**src/rtl/regfile_bcd_display.sv**
```systemverilog
// regfile_bcd_display: register file with a live decimal readout on active-low 7-segment digits
module regfile_bcd_display #(
    parameter int DATA_W   = 8,
    parameter int ADDR_W   = 4,
    parameter int DIGITS   = 3,
    parameter int LZ_BLANK = 0
) (
    input  logic                clk,
    input  logic                rst,
    input  logic [ADDR_W-1:0]   adr,
    input  logic [DATA_W-1:0]   data,
    input  logic                en,
    input  logic                rw,
    output logic [7*DIGITS-1:0] LED,
    output logic                busy,
    output logic                ovf
);
    localparam int DEPTH = 2**ADDR_W;
    localparam int NDIG  = (DATA_W + 2) / 3;
    localparam int BW    = 4 * NDIG;
    localparam int MAXD  = NDIG > DIGITS ? NDIG : DIGITS;
    localparam int CW    = $clog2(DATA_W + 1);
    localparam logic [6:0] SEG_ZERO  = 7'b1000000;
    localparam logic [6:0] SEG_BLANK = 7'b1111111;
    localparam logic [6:0] SEG_DASH  = 7'b0111111;

    typedef enum logic [1:0] {IDLE, SHIFT, LOAD} state_t;

    logic [DATA_W-1:0]   mem_q [DEPTH];
    state_t              state_q;
    logic [DATA_W-1:0]   src_q, last_q, dv;
    logic [BW-1:0]       bcd_q, bcd_adj;
    logic [CW-1:0]       cnt_q;
    logic                pending_q;
    logic [4*MAXD-1:0]   bcd_ext;
    logic [7*DIGITS-1:0] led_d;
    logic                ovf_d, nz;

    function automatic logic [6:0] seg(input logic [3:0] d);
        case (d)
            4'd0:    seg = 7'b1000000;
            4'd1:    seg = 7'b1111001;
            4'd2:    seg = 7'b0100100;
            4'd3:    seg = 7'b0110000;
            4'd4:    seg = 7'b0011001;
            4'd5:    seg = 7'b0010010;
            4'd6:    seg = 7'b0000010;
            4'd7:    seg = 7'b1111000;
            4'd8:    seg = 7'b0000000;
            4'd9:    seg = 7'b0010000;
            default: seg = SEG_BLANK;
        endcase
    endfunction

    assign dv      = rw ? data : mem_q[adr];
    assign bcd_ext = (4*MAXD)'(bcd_q);

    // Register array: reset to identity contents, written whenever rw and en are both high
    always_ff @(posedge clk or posedge rst) begin
        if (rst)
            for (int i = 0; i < DEPTH; i++) mem_q[i] <= DATA_W'(i);
        else if (rw && en)
            mem_q[adr] <= data;
    end

    // Double-dabble correction: any BCD nibble of 5 or more gets +3 before the next shift
    always_comb begin
        bcd_adj = bcd_q;
        for (int k = 0; k < NDIG; k++)
            if (bcd_q[4*k+:4] >= 4'd5) bcd_adj[4*k+:4] = bcd_q[4*k+:4] + 4'd3;
    end

    // Segment encoding from the finished BCD word; nz tracks a nonzero digit at or above k
    always_comb begin
        ovf_d = |(bcd_ext >> (4*DIGITS));
        nz    = ovf_d;
        led_d = '0;
        for (int k = DIGITS - 1; k >= 0; k--) begin
            nz = nz | (bcd_ext[4*k+:4] != 4'd0);
            led_d[7*k+:7] = ovf_d ? SEG_DASH :
                            (LZ_BLANK != 0 && k > 0 && !nz) ? SEG_BLANK : seg(bcd_ext[4*k+:4]);
        end
    end

    // Conversion FSM: latch a changed value, shift DATA_W times, then load the display registers
    always_ff @(posedge clk or posedge rst) begin
        if (rst) begin
            state_q   <= IDLE;
            src_q     <= '0;
            last_q    <= '0;
            bcd_q     <= '0;
            cnt_q     <= '0;
            pending_q <= 1'b1;
            LED       <= {DIGITS{SEG_ZERO}};
            busy      <= 1'b0;
            ovf       <= 1'b0;
        end else begin
            case (state_q)
                IDLE: if (pending_q || dv != last_q) begin
                    src_q     <= dv;
                    last_q    <= dv;
                    bcd_q     <= '0;
                    cnt_q     <= '0;
                    pending_q <= 1'b0;
                    busy      <= 1'b1;
                    state_q   <= SHIFT;
                end
                SHIFT: begin
                    {bcd_q, src_q} <= {bcd_adj, src_q} << 1;
                    cnt_q          <= cnt_q + 1'b1;
                    if (cnt_q == CW'(DATA_W - 1)) state_q <= LOAD;
                end
                LOAD: begin
                    LED     <= led_d;
                    ovf     <= ovf_d;
                    busy    <= 1'b0;
                    state_q <= IDLE;
                end
                default: state_q <= IDLE;
            endcase
        end
    end
endmodule

```
**config.mk**
```make
export PLATFORM = sky130hd
export DESIGN_NAME = regfile_bcd_display
export DESIGN_NICKNAME = d
export VERILOG_FILES = /design/src/rtl/regfile_bcd_display.sv
export SDC_FILE = /design/constraint.sdc
export NUM_CORES = 1
export LEC_CHECK = 0
export BUFFER_PORTS_ARGS = -buffer_cell sky130_fd_sc_hd__buf_2
export CAP_MARGIN = 20
export CORE_MARGIN = 2
export CORE_UTILIZATION = 42
export CTS_CLUSTER_DIAMETER = 150
export DETAILED_ROUTE_END_ITERATION = 7
export GPL_TIMING_DRIVEN = 0
export SYNTH_ARGS = -nofsm -noshare
export SYNTH_HDL_FRONTEND = slang
export SYNTH_SLANG_ARGS = --single-unit
```
**constraint.sdc**
```tcl
create_clock -name clk -period 10.25 [get_ports clk]
set_input_delay 0.5125 -clock clk [delete_from_list [all_inputs] [get_ports clk]]
set_output_delay 0.5125 -clock clk [all_outputs]
set_load 0.03 [all_outputs]
```
==> impl_metrics.ini, run 1 <==
[yosys]
synth_edf_count = 0
synth_nets = 816
ys_async_sr_fraction = 1.000
netlist-cell-type-count = 56
synth_top_area_frac = 0.4060
synth_top_cell_by_area = dfrtp_1
ys.flop_type = dfrtp_1
ys_warn_count = 0
postSynthCellCount = 784
synth_area_leaders = dfrtp_1 41%, mux2_2 15%, dfstp_2 10%
synth.avg_cell_area_sq_um = 11.71
synthesis.area_sq_um = 9183
synth-seq-cells = 185
ys_seq_area_frac = 0.5091

[timing]
setup-violations-final = 0
worst_pin_slew_ns = 1.144
hold_violations = 0
finalCritPeriodShare = 0.3119
rsz0062_at_grt = no
whs_ns = 0.1376
fmax_mhz = 312.8
fin_tns_setup_ns = 0
finalMaxSlewViolations = 0
slew_headroom = 0.2348
layout_min_cycle_time_ns = 3.197
finalClockSkew_ns = 0.01240

[drt]
ant_nets = 0
dr.pass1.iters = 5
drt-initial-drc-count = 364
wl_microns = 22390
route.detailed.drc = 0
wire_per_inst_microns = 19.71
vias = 6300
routed_via_density = 5.546

[worst_setup_path]
path_cells = buf_6, buf_12, buf_6, mux4_2, o21ai_0, a32oi_1, a2111o_1, o31ai_4, mux2_2
critical_path.max_fanout = 10
r2r_slack_ns = 7.11
cp_data_arrival_time_ns = 3.56
crit_path_frequent_cell = buf_6
start_kind = input port
crit_type = input port to flip-flop
reg2reg_from = mem_q[37]
cp.buffers_inverters = 3
critPathTopFamily = compound AO/OA/AOI/OAI gates
cp-endpoint = cnt_q[0]
worstPathRequired_ns = 10.62
reg2reg_depth = 9
path_depth = 9
crit_path_start = adr[0]
r2r_end = last_q[3]
cp-end-kind = flip-flop
critPathSlowestCell = a2111o_1
cp_slowest_stage_delay_ns = 0.59

[clocking]
cts_sinks = 185
hold_buffers = 0
ctsResizeCount = 0
cts_htree_levels = 4
cts_inserted_buffers = 17
cts_tree = yes
cts-root-buf = clkbuf_16
clkLatencyLatePin_ns = 0.43
path_clk_slew_ns = 0.07
cts_buffer_depth = 2
cts_setup_buffers = 0

[global_routing]
grt_start_max_net_pins = 116
grt_antenna_before_repair = 0
grt_pass1_wl_microns = 36760
grt_use_total = 0.2030
grt_pass1_vias = 6360
overflow = 0

[power_and_ir_drop]
p_total_mw = 2.577
p_per_area_nw_per_um2 = 248.5
ir_worst_vdd_v = 0.0001234
leakagePower_nw = 4.562

[layout]
instances_no_fill = 1136
antenna_cells = 0
syn2layout_area_growth_pct = 12.94
nets = 875
drive_gt1_frac = 0.3096

[placed_design]
dp_cells = 1103
dpl.hpwl_microns = 15260
gp_congestion = 0.8470
port_buffers = 34

[worst_hold_path]
hold_path.class = input port to async pin

[floorplanning]
fp.dieH_microns = 151.9
io_pins = 39
die_w_microns = 151.9
core_sq_um = 21620
start_util = 0.4247
rows = 54
die_area_sq_um = 23060

[outcome]
status = completed

[run]
maxCapViolCount = 0
-- cells in the final DEF, fill, tap and decap left out, types with 17 or more instances in the layout --
cell type / Yosys / final
mux2i_1: 35 / 35
buf_2: 5 / 39
nor2_1: 34 / 34
clkbuf_1: 35 / 36
dfrtp_1: 149 / 149
inv_1: 31 / 30
nand2_1: 66 / 66
o21ai_0: 56 / 56
clkbuf_16: 0 / 17
dfstp_2: 36 / 36
o22ai_1: 26 / 26
mux2_2: 123 / 123
a21oi_1: 25 / 25
-- state kept, by name, indices dropped and copies added, names as in the netlist --
signal	flops
bcd_ext	12
src_q	8
mem_q	128
last_q	8
pending_q	1
state_q	2
LED	21
busy	1
cnt_q	4
-- worst register-to-register path, stage by stage, from the launching register on --
cell and delay, ns:
dfrtp_1 0.40, mux2_2 0.27, a221oi_1 0.50, a21oi_1 0.15
or4_1 0.61, nand4_1 0.14, a2111o_1 0.25, o21a_1 0.20
buf_6 0.16, mux2_1 0.34
-- metrics by stage --
step | worst slack, ns | util | instance area (sq um)
finish | 7.053 | 0.4797 | 10370
global route | 6.947 | 0.4797 | 10370
CTS | 7.103 | 0.4792 | 10360
detailed placement | 6.660 | 0.4523 | 9778
global placement | 2.385 | 0.4488 | 9703
floorplan | 4.768 | - | 9183
-- logic make-up after synthesis --
| group | synth area share |
|---|---|
| DFF | 0.5091 |
| muxes | 0.2258 |
| AOI/OAI and AO/OA | 0.1113 |
| and+or+nand+nor | 0.08107 |
| buffers and inverters | 0.04292 |
| adders and majority gates | 0.02180 |
| xor gates and xnor gates | 0.007631 |
| other | 0.0004084 |
-- power breakdown --
group	total, mW	leakage, nW	switching [mW]	internal (mW)
clock	0.658	0.278	0.308	0.350
combinational	0.849	2.02	0.484	0.365
sequential	1.07	2.26	0.119	0.952
-- per-layer routing --
| metal | global-route usage | part of all wire |
|---|---|---|
| met1 | 0.2775 | 0.46 |
| met2 | 0.3288 | 0.48 |
| met3 | 0.03936 | 0.046 |
| met4 | 0.06364 | 0.020 |
| met5 | 0 | 0 |
-- how the worst min path moves through the flow --
stage | start | endpoint | slack, ns | cells after the start
CTS | rst | LED[5] | 0.15 | 2
global route | rst | LED[12] | 0.17 | 2
detailed placement | mem_q[91] | mem_q[91] | 0.47 | 2
global placement | LED[10] | LED[10] | 0.46 | 2
finish | rst | mem_q[93] | 0.14 | 2
floorplan | mem_q[91] | mem_q[91] | 0.44 | 2
-- synthesized netlist by cell type (all sizes together) (16+ instances only) --
cell / number
buf: 17
dfstp: 36
clkbuf: 35
mux2: 127
dfrtp: 149
a21oi: 26
o21ai: 57
ha: 16
inv: 31
nand2: 66
mux2i: 35
nor2: 34
o22ai: 26
-- final cells by class --
cell class	instances	area, sq um
buffer	52	277.8
clock buffer	19	442.9
clock inverter	13	138.9
fill	1985	11250
inverter	31	123.9
multi-input combinational	516	4120
sequential	185	4674
tap	280	350.3
timing repair buffer	40	242.7
Note: power is estimated with default switching activity, not from simulation.
==> inputs of run 2 (changes only) <==
==> constraint.sdc (replaced) <==
create_clock -name clk -period 2.61 [get_ports clk]
set_input_delay 0.1305 -clock clk [delete_from_list [all_inputs] [get_ports clk]]
set_output_delay 0.1305 -clock clk [all_outputs]
set_load 0.03 [all_outputs]
==> impl_metrics.ini, run 2 (synthesized netlist as in run 1, its figures left out) <==
[outcome]
status = finished with violations
violations = negative setup slack

[placed_design]
place_area_sq_um = 9853
dpl.hpwl_microns = 15710
dp_cells = 1106
port_buffers = 34
gp_congestion = 0.8312

[layout]
regArea_sq_um = 4674
layout_commonest_cell = dfrtp_1
fin_util = 0.4933
drive_gt1_frac = 0.3417
final_cell_area_sq_um = 10670
largest_reg_flops = 128
multi_input_area_sq_um = 4234
max_flop_register = mem_q
final_cell_mix = 149 x dfrtp_1, 122 x mux2_2, 66 x nand2_1
antenna_cells = 0
nets = 891
syn2layout_area_growth_pct = 16.16
instances_no_fill = 1152
fillers = 1985

[timing]
finalClockSkew_ns = 0.01497
worst_slack_ns = -0.1580
finalCritPeriodShare = 1.061
fmax_mhz = 361.3
setup-violations-final = 31
rsz0062_at_grt = yes
finalMaxSlewViolations = 0
hold_violations = 0
layout_min_cycle_time_ns = 2.768
slew_headroom = 0.2202
fin_tns_setup_ns = -2.570
worst_pin_slew_ns = 1.165

[floorplanning]
die_w_microns = 151.9
rows = 54
fp.dieH_microns = 151.9
io_pins = 39
die_area_sq_um = 23060
core_sq_um = 21620
start_util = 0.4247

[global_routing]
grt_busiest_layer = met2
grt.met1_usage = 0.2841
grt_start_max_net_pins = 42
grt_antenna_before_repair = 0
overflow = 0
grt_pass1_vias = 6330
use_met3 = 0.03908
gr-usage-met2 = 0.3273
grt_use_total = 0.2042
grt_pass1_wl_microns = 36780

[clocking]
cts_buffer_depth = 2
cts_sinks = 185
cts_tree = yes
cts_inserted_buffers = 17
path_clk_slew_ns = 0.08
clkLatencyLatePin_ns = 0.45
cts-root-buf = clkbuf_16
cts_htree_levels = 4

[worst_setup_path]
critPathSlowestCell = dfstp_2
worstPathRequired_ns = 2.93
path_cells = mux2i_1, a221oi_2, o21ai_2, o2111a_1, a2111o_1, a2111o_1, o21a_1, buf_6, a221o_1
start_kind = flip-flop
cp_slowest_stage_delay_ns = 0.55
cp-end-kind = flip-flop
crit_path_frequent_cell = a2111o_1
crit_type = flip-flop to flip-flop
critical_path.max_fanout = 10
cp_data_arrival_time_ns = 3.09
cp.buffers_inverters = 1
critPathTopFamily = compound AO/OA/AOI/OAI gates

[drt]
vias = 6292
dr.pass1.iters = 5
route.detailed.drc = 0
routed_via_density = 5.462
drt-initial-drc-count = 386
ant_nets = 0
wire_per_inst_microns = 19.80
wl_microns = 22810

[power_and_ir_drop]
p_per_area_nw_per_um2 = 964.5
leakagePower_nw = 4.698
p_total_mw = 10.29
ir_worst_vdd_v = 0.0005248

[run]
maxCapViolCount = 0

[worst_hold_path]
hold_path.class = input port to flip-flop
[run 2: final timing paths]
path	start	endpoint	slack, ns	cells past startpoint
worst min-delay path	data[4]	mem_q[44]	0.06	2
worst max-delay path	mem_q[65]	src_q[1]	-0.16	9
max in group asynchronous	rst	mem_q[33]	1.34	6
min in group asynchronous	rst	mem_q[37]	0.22	3
worst max register to register	mem_q[65]	src_q[1]	-0.16	9
worst min register to register	LED[15]	LED[15]	0.47	2
[run 2: where the power goes]
group	switching [mW]	internal, mW
Combinational	1.97	1.54
Clock	1.28	1.28
Sequential	0.485	3.74
[run 2: worst register-to-register path, delay by kind of cell, from the launching register on]
kind	cells	cell delay, ns
compound gates	7	1.86
mux	1	0.08
buf+inv	1	0.15
flops	1	0.55
[run 2: cell type report]
class | count | area share
multi-input combinational | 516 | 0.3969
inverter | 31 | 0.01126
buffer | 52 | 0.02686
timing repair buffer | 56 | 0.03965
clock inverter | 15 | 0.01431
clock buffer | 17 | 0.03988
sequential | 185 | 0.4382
tap | 280 | 0.03284
[run 2: routing by layer]
layer / vias to the layer above / wire length (microns)
met5: - / 0
met1: 3120 / 10640
met2: 151 / 10730
li1: 2992 / -
met3: 29 / 1075
met4: 0 / 362
[run 2: repair_timing]
action                                  in CTS  in global routing
endpoints found under the setup margin      33                 33
gates resized for setup                     16                  8
hold buffers                                 1                  0
endpoints found under the hold margin       14                  0
buffers inserted                            10                  1
pin swaps                                    8                  4
[run 2: through the flow]
step / hold slack, ns / worst slack [ns]
6_report: 0.06241 / -0.1580
5_1_grt: 0.07733 / -0.2474
4_1_cts: 0.04952 / -0.1263
3_5_place_dp: 0.1474 / -0.6829
3_3_place_gp: 0.4584 / -1.276
2_1_floorplan: 0.2822 / -0.03554
